[src/rtl/int_to_float.sv]
// Iterative signed-integer to IEEE-754 single-precision converter.
// Normalises the magnitude one bit per clock, then rounds to nearest-even.
// Ports:
//   clk        rising-edge clock
//   rst        asynchronous active-high reset
//   inTrigger  start pulse; inData sampled on the same edge (restarts any work)
//   inData     signed two's-complement operand, IN_WIDTH bits
//   outReady   1 = idle and outData valid, 0 = conversion in progress
//   outData    {sign, exp[7:0], mant[22:0]}, held until the next result
module int_to_float #(
   parameter int unsigned IN_WIDTH = 64
) (
   input  logic                clk,
   input  logic                rst,
   input  logic                inTrigger,
   input  logic [IN_WIDTH-1:0] inData,
   output logic                outReady,
   output logic [31:0]         outData
);

   localparam int unsigned MANT_W   = 23;
   localparam int unsigned EXP_W    = 8;
   localparam int unsigned MSB      = IN_WIDTH - 1;
   localparam int unsigned EXP_INIT = 127 + IN_WIDTH - 1;

   typedef enum logic [1:0] {
      IDLE,
      NORM,
      ROUND
   } state_t;

   state_t              state, stateNext;
   logic [IN_WIDTH-1:0] mag, magNext;
   logic [EXP_W-1:0]    exp, expNext;
   logic                sign, signNext;
   logic                readyNext;
   logic [31:0]         dataNext;

   logic [MANT_W-1:0]   mant;
   logic                guard;
   logic                sticky;
   logic                inc;
   logic [MANT_W:0]     mantSum;

   // Rounding fields taken from the normalised magnitude (MSB is the hidden one)
   always_comb begin
      mant    = mag[MSB-1 -: MANT_W];
      guard   = mag[MSB-MANT_W-1];
      sticky  = |mag[MSB-MANT_W-2:0];
      inc     = guard & (sticky | mant[0]);
      mantSum = {1'b0, mant} + (MANT_W+1)'(inc);
   end

   // State register and datapath registers
   always_ff @(posedge clk or posedge rst) begin
      if (rst) begin
         state    <= IDLE;
         mag      <= '0;
         exp      <= '0;
         sign     <= 1'b0;
         outReady <= 1'b1;
         outData  <= '0;
      end else begin
         state    <= stateNext;
         mag      <= magNext;
         exp      <= expNext;
         sign     <= signNext;
         outReady <= readyNext;
         outData  <= dataNext;
      end
   end

   // Next-state and next-output logic; a trigger overrides whatever is in flight
   always_comb begin
      stateNext = state;
      magNext   = mag;
      expNext   = exp;
      signNext  = sign;
      readyNext = outReady;
      dataNext  = outData;

      if (inTrigger) begin
         signNext = inData[MSB];
         // Most-negative input negates to itself, which is the correct unsigned magnitude
         magNext  = inData[MSB] ? (~inData + IN_WIDTH'(1)) : inData;
         expNext  = EXP_W'(EXP_INIT);
         if (inData == '0) begin
            dataNext  = '0;
            readyNext = 1'b1;
            stateNext = IDLE;
         end else begin
            readyNext = 1'b0;
            stateNext = NORM;
         end
      end else begin
         case (state)
            IDLE: begin
               readyNext = 1'b1;
            end
            NORM: begin
               if (mag[MSB]) begin
                  stateNext = ROUND;
               end else begin
                  magNext = mag << 1;
                  expNext = exp - EXP_W'(1);
               end
            end
            ROUND: begin
               // A mantissa carry leaves the low bits zero and bumps the exponent
               dataNext  = {sign, exp + EXP_W'(mantSum[MANT_W]), mantSum[MANT_W-1:0]};
               readyNext = 1'b1;
               stateNext = IDLE;
            end
            default: begin
               stateNext = IDLE;
            end
         endcase
      end
   end

endmodule

[config.mk]
export PLATFORM = sky130hd
export DESIGN_NAME = int_to_float
export DESIGN_NICKNAME = d
export VERILOG_FILES = /design/src/rtl/int_to_float.sv
export SDC_FILE = /design/constraint.sdc
export NUM_CORES = 1
export LEC_CHECK = 0
export CAP_MARGIN = 20
export CORE_ASPECT_RATIO = 1.1
export CORE_UTILIZATION = 35
export CTS_CLUSTER_DIAMETER = 30
export DETAILED_ROUTE_END_ITERATION = 10
export MAX_ROUTING_LAYER = met4
export RECOVER_POWER = 100
export REMOVE_ABC_BUFFERS = 1
export SYNTH_ARGS = -nofsm -noshare
export SYNTH_HDL_FRONTEND = slang
export SYNTH_SLANG_ARGS = --single-unit
[constraint.sdc]
create_clock -name clk -period 8.08 [get_ports clk]
set_input_delay 1.616 -clock clk [delete_from_list [all_inputs] [get_ports clk]]
set_output_delay 1.616 -clock clk [all_outputs]
set_load 0.02 [all_outputs]
==> metrics <==
outcome finished with violations; violated checks max-capacitance violations, max-slew violations; hold path startpoint outData[24]; GR Layer Usage met3 3.36%; Layout area overhead 20.5%; Final #Nets 933; clk buf depth 2; setup_tns 0 ns; Final HPWL DP 13.6 mm; Final min period 5.38 ns; first drt pass iteration count 5; Die Area 0.0202 sq mm; Post-Syn Instances 798; CP Class in -> reg; Crit. End Element register; final hold violations 0; number of global-route vias before repair 5,904; Routed WL per cell 17.8 microns; global route hottest layer met2; clock skew after layout 0.00963 ns; EDFF count, synth 0; design area 0.00830 sq mm; RSZ-0062 raised after global routing no; Crit-path slowest cell clkbuf_1; Relative slew margins -126%; routed vias 6,332; Worst Path Max Fanout 30; Port Buffer Count 99; WP data required 8.26 ns; peak supply drop 0.000114 V; #FFs+latches synth 108; DRT iter0 DRCs 406; Routed Antenna Nets 0; worst-path cell chain dlygate4sd3_1, inv_1, ha_1, nor3b_1, and4_1, nand3b_1, nor4_1, clkbuf_1, o22ai_1; Top delay family on crit path buffers and inverters; post-CTS sizing 0; first-pass GRT wire length 31.8 mm; largest net degree at the start of global routing 78; max-slew violations 194; Diodes inserted 0; initial antenna violation count 0; max_cap viols 4; gr usage total 20.8%; Avg Cell Area, Syn 8.63 sq um; detailed-route DRC error count 0; gpl congestion 0.915; Die Width 136 microns; async set or reset register ratio after synthesis 100%; die height 149 microns; DP Worst Slack 3.26 ns; Root Driver clkbuf_16; Post-CTS Setup Bufs 0; Buf+Inv Stages, Crit Path 3; drt via density 5.69; startpoint types input port; CTS Buf Count 9; PwrDens 222 mW/mm^2; Cell Area, Placed 0.00802 sq mm; Crit. Startpoint inData[1]; sequential share of the synthesized area 39.3%; fraction of layout cells with a size suffix above 1 4.86%; crit path DAT 5.56 ns; Syn Std Cell Area 0.00689 sq mm; Synth cell types 51; Leakage Power 3.15 nW; Worst-Skew Late Latency 0.36 ns; grt met2 use 31.8%; starting density of the core 35.9%; PnR worst setup slack 2.70 ns; reg2reg start mag[63]; CTS tree built; hold_buf cts 0; critical path's largest stage delay 1.11 ns; Yosys Warn Count 0; Post-synth top flop dfrtp_1; Clk pin slew, worst setup/hold paths 0.08 ns; maximum clock frequency 186 MHz; TritonCTS Sinks 108; CTS H-Tree Depth 3; Hold Crit Class reg -> reg; Core Rows 53; Tcrit/Tclk final 66.6%; global routing met1 resource utilization 27.7%; I/O pins 100; Tightest Pin Transition 3.39 ns; drt total wl 19.8 mm; Core Box Area 0.0192 sq mm; Finish-stage setup viols 0; Tot Pwr 0.00184 W; GRT overflow 0
==> sequential cells by signal, indices dropped and copies added (netlist names) <==
signal / count
mag: 64
exp: 8
sign: 1
outReady: 1
state: 2
outData: 32
==> cell type report <==
type	count	area, sq um
Clock inverter	5	62.6
Sequential cell	108	2700
Fill cell	1938	10900
Timing Repair Buffer	109	1050
Multi-Input combinational cell	621	3890
Clock buffer	10	229
Inverter	12	46.3
Tap cell	247	309
==> per-layer routing <==
layer  vias up  routed length, microns
li1       3070                       -
met1      3051                    9270
met2       184                    9170
met3        27                     989
met4         0                     376
met5         -                       0
==> worst min-delay path: cells and delay by family, from the launching register on <==
kind	cells	cell delay [ns]
and+or+nand+nor	1	0.06
AOI/OAI and AO/OA	1	0.05
DFF	1	0.37
==> cell usage in the layout (no fill, tap or decap), drive strengths merged, types with 19 or more instances in the layout <==
cell type	synthesis	final
and3	20	20
nand2	106	106
xnor2	30	30
o22ai	46	46
xor2	55	55
a21oi	52	52
o31ai	21	21
dlygate4sd3	0	35
dfrtp	107	107
o21ai	27	27
clkdlybuf4s50	0	62
nor4	29	29
or4	27	27
nand3	19	19
nor2	55	55
==> cells in the mapped netlist, drive strengths merged, types with 2 or more instances <==
| master | n | area [sq um] |
|---|---|---|
| dfrtp | 107 | 2680 |
| nand2 | 106 | 398 |
| nor2 | 55 | 206 |
| xor2 | 55 | 482 |
| a21oi | 52 | 260 |
| o22ai | 46 | 288 |
| clkbuf | 45 | 169 |
| xnor2 | 30 | 263 |
| nor4 | 29 | 224 |
| o21ai | 27 | 135 |
| or4 | 27 | 218 |
| o31ai | 21 | 158 |
| and3 | 20 | 125 |
| nand3 | 19 | 95.1 |
| nor3b | 18 | 135 |
| a211oi | 17 | 128 |
| or3 | 15 | 93.8 |
| buf | 12 | 70.1 |
| a221oi | 11 | 103 |
| inv | 11 | 41.3 |
| nand4 | 10 | 62.6 |
| mux2i | 8 | 80.1 |
| a31oi | 7 | 43.8 |
| ha | 5 | 62.6 |
| o211ai | 5 | 37.5 |
| o41ai | 5 | 43.8 |
| and4 | 4 | 35.0 |
| nor3 | 4 | 20.0 |
| or2 | 4 | 25.0 |
| a22oi | 3 | 22.5 |
| and2 | 3 | 18.8 |
| a32oi | 2 | 17.5 |
| mux2 | 2 | 22.5 |
| nand3b | 2 | 15.0 |
| or3b | 2 | 20.0 |
==> cells by family after synthesis <==
group                      count (synthesis)  share of synthesized area (%)
DFF                                      108                           39.3
and+or+nand+nor                          320                           24.8
adders and majority gates                  5                          0.908
muxes                                     10                           1.49
xor gates and xnor gates                  85                           10.8
buffers and inverters                     69                           4.12
AOI/OAI and AO/OA                        201                           18.6
==> worst paths after layout <==
| check | to | slack [ns] | cells past startpoint |
|---|---|---|---|
| worst max register to register | exp[5] | 3.79 | 8 |
| worst min-delay path | outData[24] | 0.52 | 2 |
| max in group asynchronous | mag[37] | 4.04 | 3 |
| worst max-delay path | outData[13] | 2.70 | 9 |
| min in group asynchronous | mag[24] | 2.38 | 2 |
| worst min register to register | outData[24] | 0.52 | 2 |
==> where the power goes <==
part,internal [W],total [W],switching (W)
Combinational,0.000276,0.000605,0.000329
Sequential,0.000675,0.000788,0.000112
Clock,0.000241,0.000452,0.000210
Total,0.00119,0.00184,0.000652
==> stage by stage <==
| stage | hold WS, ns | util, % | instances |
|---|---|---|---|
| 4_1_cts | 0.528 | 43.4 | 1111 |
| 3_5_place_dp | 0.514 | 41.9 | 1096 |
| 5_1_grt | 0.544 | 43.3 | 1112 |
| 2_1_floorplan | 0.464 | - | 741 |
| 3_3_place_gp | 0.503 | 41.9 | 1096 |
| 6_report | 0.519 | 43.3 | 1112 |
Note: power is estimated with default switching activity, not from simulation.
